==> config.mk <==
export PLATFORM = sky130hd
export DESIGN_NAME = bios_boot_loader
export DESIGN_NICKNAME = d
export VERILOG_FILES = /design/src/rtl/bios_boot_loader.sv
export SDC_FILE = /design/constraint.sdc
export NUM_CORES = 1
export LEC_CHECK = 0
export CORE_AREA = 2 2 110 112
export DETAILED_ROUTE_END_ITERATION = 12
export DIE_AREA = 0 0 112 114
export PLACE_DENSITY_LB_ADDON = 0.25
export REMOVE_ABC_BUFFERS = 1
export SLEW_MARGIN = 15
export SYNTH_ARGS = -nofsm -noshare
export SYNTH_HDL_FRONTEND = slang
export SYNTH_SLANG_ARGS = --single-unit
export TNS_END_PERCENT = 100
==> constraint.sdc <==
create_clock -name clock -period 2.81 [get_ports clock]
set_input_delay 0.4215 -clock clock [delete_from_list [all_inputs] [get_ports clock]]
set_output_delay 0.4215 -clock clock [all_outputs]
set_load 0.02 [all_outputs]
==> src/rtl/bios_boot_loader.sv <==
// Boot-time copier: moves the 16 hardcoded BIOS words into instruction memory
// through a wr_en/wr_ack handshake and holds the CPU until the copy completes.
module bios_boot_loader #(
  parameter int NUM_WORDS = 16,
  parameter int ADDR_W    = 5,
  parameter int BASE_ADDR = 16
) (
  input  logic              clock,
  input  logic              reset,
  input  logic [15:0]       b0I,
  input  logic [15:0]       b1I,
  input  logic [15:0]       b2I,
  input  logic [15:0]       b3I,
  input  logic [15:0]       b4I,
  input  logic [15:0]       b5I,
  input  logic [15:0]       b6I,
  input  logic [15:0]       b7I,
  input  logic [15:0]       b8I,
  input  logic [15:0]       b9I,
  input  logic [15:0]       b10I,
  input  logic [15:0]       b11I,
  input  logic [15:0]       b12I,
  input  logic [15:0]       b13I,
  input  logic [15:0]       b14I,
  input  logic [15:0]       b15I,
  input  logic              boot_req,
  input  logic              wr_ack,
  output logic              wr_en,
  output logic [ADDR_W-1:0] wr_addr,
  output logic [15:0]       wr_data,
  output logic              cpu_hold,
  output logic              boot_done,
  output logic              done_pulse
);

  localparam int                IDX_W    = (NUM_WORDS > 1) ? $clog2(NUM_WORDS) : 1;
  localparam logic [IDX_W-1:0]  LAST_IDX = IDX_W'(NUM_WORDS - 1);
  localparam logic [ADDR_W-1:0] BASE_A   = ADDR_W'(BASE_ADDR);

  typedef enum logic [1:0] {
    S_IDLE = 2'd0,
    S_COPY = 2'd1,
    S_DONE = 2'd2
  } state_e;

  state_e            state_q, state_d;
  logic [IDX_W-1:0]  idx_q, idx_d;
  logic              wr_en_q, wr_en_d;
  logic [ADDR_W-1:0] wr_addr_q, wr_addr_d;
  logic [15:0]       wr_data_q, wr_data_d;
  logic              cpu_hold_q, cpu_hold_d;
  logic              boot_done_q, boot_done_d;
  logic              done_pulse_q, done_pulse_d;

  logic [15:0]       bios_w [16];
  logic              accept;
  logic              load;

  assign bios_w[0]  = b0I;
  assign bios_w[1]  = b1I;
  assign bios_w[2]  = b2I;
  assign bios_w[3]  = b3I;
  assign bios_w[4]  = b4I;
  assign bios_w[5]  = b5I;
  assign bios_w[6]  = b6I;
  assign bios_w[7]  = b7I;
  assign bios_w[8]  = b8I;
  assign bios_w[9]  = b9I;
  assign bios_w[10] = b10I;
  assign bios_w[11] = b11I;
  assign bios_w[12] = b12I;
  assign bios_w[13] = b13I;
  assign bios_w[14] = b14I;
  assign bios_w[15] = b15I;

  // wr_ack only counts while a write is actually being offered.
  assign accept = wr_en_q & wr_ack;

  // NOTE: state and output registers use non-blocking assignments so every
  // register samples pre-edge values regardless of statement order.
  always_ff @(posedge clock) begin
    if (reset) begin
      state_q      <= S_IDLE;
      idx_q        <= '0;
      wr_en_q      <= 1'b0;
      wr_addr_q    <= '0;
      wr_data_q    <= '0;
      cpu_hold_q   <= 1'b1;
      boot_done_q  <= 1'b0;
      done_pulse_q <= 1'b0;
    end else begin
      state_q      <= state_d;
      idx_q        <= idx_d;
      wr_en_q      <= wr_en_d;
      wr_addr_q    <= wr_addr_d;
      wr_data_q    <= wr_data_d;
      cpu_hold_q   <= cpu_hold_d;
      boot_done_q  <= boot_done_d;
      done_pulse_q <= done_pulse_d;
    end
  end

  // NOTE: every combinational output is defaulted first so no path can
  // leave it unassigned and infer a latch.
  always_comb begin
    state_d = state_q;
    idx_d   = idx_q;
    unique case (state_q)
      S_IDLE: begin
        state_d = S_COPY;
        idx_d   = '0;
      end
      S_COPY: begin
        if (accept) begin
          if (idx_q == LAST_IDX) begin
            state_d = S_DONE;
          end else begin
            idx_d = idx_q + 1'b1;
          end
        end
      end
      S_DONE: begin
        if (boot_req) begin
          state_d = S_COPY;
          idx_d   = '0;
        end
      end
      default: begin
        state_d = S_IDLE;
        idx_d   = '0;
      end
    endcase
  end

  // A word is loaded when COPY is entered or when the current word is taken;
  // the BIOS input is sampled only at that point.
  assign load = (state_d == S_COPY) && ((state_q != S_COPY) || accept);

  always_comb begin
    wr_en_d      = wr_en_q;
    wr_addr_d    = wr_addr_q;
    wr_data_d    = wr_data_q;
    cpu_hold_d   = cpu_hold_q;
    boot_done_d  = boot_done_q;
    done_pulse_d = 1'b0;
    if (load) begin
      wr_en_d     = 1'b1;
      wr_addr_d   = BASE_A + ADDR_W'(idx_d);
      wr_data_d   = bios_w[idx_d];
      cpu_hold_d  = 1'b1;
      boot_done_d = 1'b0;
    end else if ((state_q == S_COPY) && (state_d == S_DONE)) begin
      wr_en_d      = 1'b0;
      cpu_hold_d   = 1'b0;
      boot_done_d  = 1'b1;
      done_pulse_d = 1'b1;
    end
  end

  assign wr_en      = wr_en_q;
  assign wr_addr    = wr_addr_q;
  assign wr_data    = wr_data_q;
  assign cpu_hold   = cpu_hold_q;
  assign boot_done  = boot_done_q;
  assign done_pulse = done_pulse_q;

endmodule

==> run_results.csv <==
group,metric,value,unit
hold_path,hold_class,"reg -> reg",
detailed_routing,drt-initial-drc-count,441,
critical_path,critical_path_required,3.03,ns
layout,postLayoutCellArea,7194,um^2
pwr,power_switching,0.5356,mW
critical_path,reg2reg_depth,10,
global_route,antenna_found_initial,1,
sta,finalCriticalPeriod,2.689,ns
detailed_routing,via_per_inst,5.532,
placed_design,dp_hpwl,15.81,mm
layout,fin_nets,1056,
clock_tree,cts-root-buf,"clkbuf_16",
detailed_routing,routed_wl,19.17,mm
hold_path,worstHoldPathCells,2,
job,drv_cap,0,
placed_design,placed_area,6978,um^2
placed_design,place_congestion,0.9247,
clock_tree,clock_path_buffers,2,
floorplan,die-area,12770,um^2
critical_path,path_depth,10,
layout,nFillCells,1040,
global_route,grtUsageTotal,27.91,%
pwr,pwr-share-seq,26.7,%
yosys,synth_area,3636,um^2
pwr,pwr-share-comb,43.6,%
global_route,overflow,0,
detailed_routing,vias,5200,
critical_path,crit_buf_inv,2,
clock_tree,cts_tree,"done",
detailed_routing,drtAntennaViolNets,0,
detailed_routing,drt-pass1-iter-count,6,
floorplan,pin_count,285,
critical_path,path_cells,"ha_1, and3_1, o221ai_2, or2_2, buf_4, a31oi_1, o22ai_1, a2111oi_0, buf_4, a211o_1",
critical_path,critPathSlowestCell,"a2111oi_0",
global_route,grt_pass1_wl,27.88,mm
yosys,yosysWarnings,0,
floorplan,fp.dieW,112,um
yosys,synth_flop_cell,"dfxtp_1",
sta,slew_viol_final,0,
yosys,synth-edff-count,0,
pwr,power.share.clock,29.7,%
sta,worst-slew-pin-transition,0.6737,ns
critical_path,worstPathMaxFanout,8,
sta,setup_ws,0.1213,ns
yosys,synth_cell_type_count,51,
clock_tree,path_clk_slew,0.06,ns
detailed_routing,wl_per_cell,20.39,um
clock_tree,clock_latency,0.27,ns
floorplan,row_count,40,
layout,fin_util,61.43,%
critical_path,critical_path_class,"reg -> reg",
floorplan,coreArea,11710,um^2
global_route,grt_max_degree,35,
placed_design,dp.cells,931,
pwr,ir_drop,0.2013,mV
clock_tree,htree_num_levels,2,
floorplan,initial_utilization,31.05,%
sta,setup_viol,0,
yosys,synth_area_per_cell,7.481,um^2
layout,fin_cells,940,
layout,syn_to_final_growth,97.87,%
outcome,status,"finished clean",
clock_tree,post-cts-setup-buffer-count,0,
critical_path,critical_path_arrival,2.91,ns
pwr,p_leak,2.902,nW
floorplan,dieHeight,114,um
critical_path,slowest_delay,0.47,ns
detailed_routing,drc,0,
clock_tree,cts_inserted_buffers,5,
sta,post-route-period-util,95.68,%
yosys,ys_seq_area_share,17.07,%
sta,skew,0.003240,ns
critical_path,crit_top_cell,"buf_4",
global_route,grt_pass1_vias,4921,
critical_path,cp-end-kind,"flop",
yosys,synth-seq-cells,31,
clock_tree,hold_buffers,0,
sta,max-slew-margin-rel,55.04,%
sta,finalHoldViolations,0,
layout,drive_above_1_share,14.27,%
yosys,async_flop_share,0,%
pwr,powerDensity,257.8,nW/um^2
placed_design,port_buffers,284,
sta,fmax,0.3719,GHz
placed_design,place_ws,-0.2949,ns
yosys,syn_inst,486,
pwr,p_int,1.319,mW
critical_path,cpLargestDelayFamily,"compound AO/OA/AOI/OAI gates",
pwr,switching_share,28.88,%
clock_tree,clock-sinks,31,
critical_path,startpoint_type,"flop",
## cells in the final DEF (no fill, tap or decap), types with 2 or more instances in the layout
master / instances
buf_12: 7
nor3_1: 47
a2111oi_0: 5
clkdlybuf4s50_1: 284
or2_2: 2
nor2b_1: 5
o22ai_1: 15
o221ai_2: 2
a31oi_1: 31
o311a_1: 2
nand2b_1: 2
ha_1: 4
inv_1: 37
nand4_1: 4
a211oi_1: 18
o21ai_0: 20
nor2_1: 30
nand2_1: 24
a2111oi_2: 3
clkinvlp_4: 2
and2_1: 16
a2111oi_1: 8
mux2i_1: 12
buf_4: 54
a211o_1: 17
dfxtp_1: 30
mux2i_2: 6
a21oi_1: 37
and3_1: 2
mux4_2: 16
a22o_1: 16
clkbuf_16: 5
nor2_2: 3
nand3_1: 2
## tightest hold or removal path, stage by stage, from the launching register on
cell     delay (ns)
dfxtp_1        0.31
inv_1          0.05
a21oi_1        0.05
## cell usage after synthesis, drive strengths merged, types with 2 or more instances
library cell	instances	share of area [%]
nand2	25	2.6
and3	2	0.34
nor3	47	6.5
a211o	17	4.1
a211oi	18	3.7
dfxtp	31	17
inv	37	3.8
a31oi	32	5.7
nand2b	2	0.34
o221ai	2	0.83
clkbuf	26	2.7
o21ai	21	3.0
buf	21	4.0
a22o	16	3.9
nand3	2	0.28
nor2	34	3.6
o22ai	15	2.6
a21oi	37	5.1
a2111oi	16	3.9
ha	5	1.7
mux2i	18	5.0
o311a	2	0.55
nor2b	6	1.0
or2	2	0.34
mux4	16	9.9
and2	17	2.9
nand4	5	1.0
## power by group through the flow
stage / registers (mW) / logic [mW] / clock network (mW)
floorplan: 0.523 / 0.217 / 0
global placement: 0.503 / 0.788 / 0
detailed placement: 0.501 / 0.792 / 0
CTS: 0.493 / 0.797 / 0.556
global route: 0.498 / 0.855 / 0.570
finish: 0.496 / 0.809 / 0.550
## area by class of cell
type	instances	area, um^2	share of cell area (%)
sequential	31	621.8	8.643
antenna	1	2.502	0.03478
clock buffer	5	125.1	1.739
inverter	37	138.9	1.930
multi-input combinational	371	2710	37.67
clock inverter	3	23.77	0.3304
timing repair buffer	345	3388	47.10
tap	147	183.9	2.557
## per-stage QoR
step           hold slack [ns]  setup TNS (ns)  power (mW)
2_1_floorplan           0.4906          -19.97      0.7401
3_3_place_gp            0.4351          -5.168       1.291
3_5_place_dp            0.4441          -4.114       1.293
4_1_cts                 0.4524               0       1.846
5_1_grt                 0.4847        -0.02137       1.923
6_report                0.4460               0       1.855
## metal layers
layer  global-route usage, %  part of all wire, %
met5                       0                    0
met1                   37.02                   41
met2                   46.38                   47
met4                   6.829                  2.1
met3                   6.323                  9.0
## timing repair
| action | CTS | global route |
|---|---|---|
| endpoints found under the setup margin | 12 | 16 |
| resized for setup | 2 | 23 |
| cloned | 0 | 0 |
| pin swaps | 0 | 0 |
## registers in the layout (all words and copies together) (netlist names)
signal and count:
state_q 2, wr_data 16, done_pulse 1, idx_q 4
wr_addr 5, cpu_hold 1, boot_done 1, wr_en 1
## kinds of logic (layout without fill, tap and decap cells)
group	Yosys count	count (layout)	synth area share [%]
fa+ha+maj	5	5	1.721
flops	31	31	17.07
compound gates	184	184	35.51
buf+inv	84	390	10.50
simple gates	147	147	20.10
mux	34	34	14.87
xor+xnor	1	1	0.2409
other cells	0	1	0
## final timing paths
kind         startpoint         end  slack, ns
min          wr_addr[4]  wr_addr[4]       0.45
max reg2reg    idx_q[1]  wr_data[6]       0.12
max            idx_q[1]  wr_data[6]       0.12
min reg2reg  wr_addr[4]  wr_addr[4]       0.45
No activity file was read; power rests on OpenSTA's default activity.
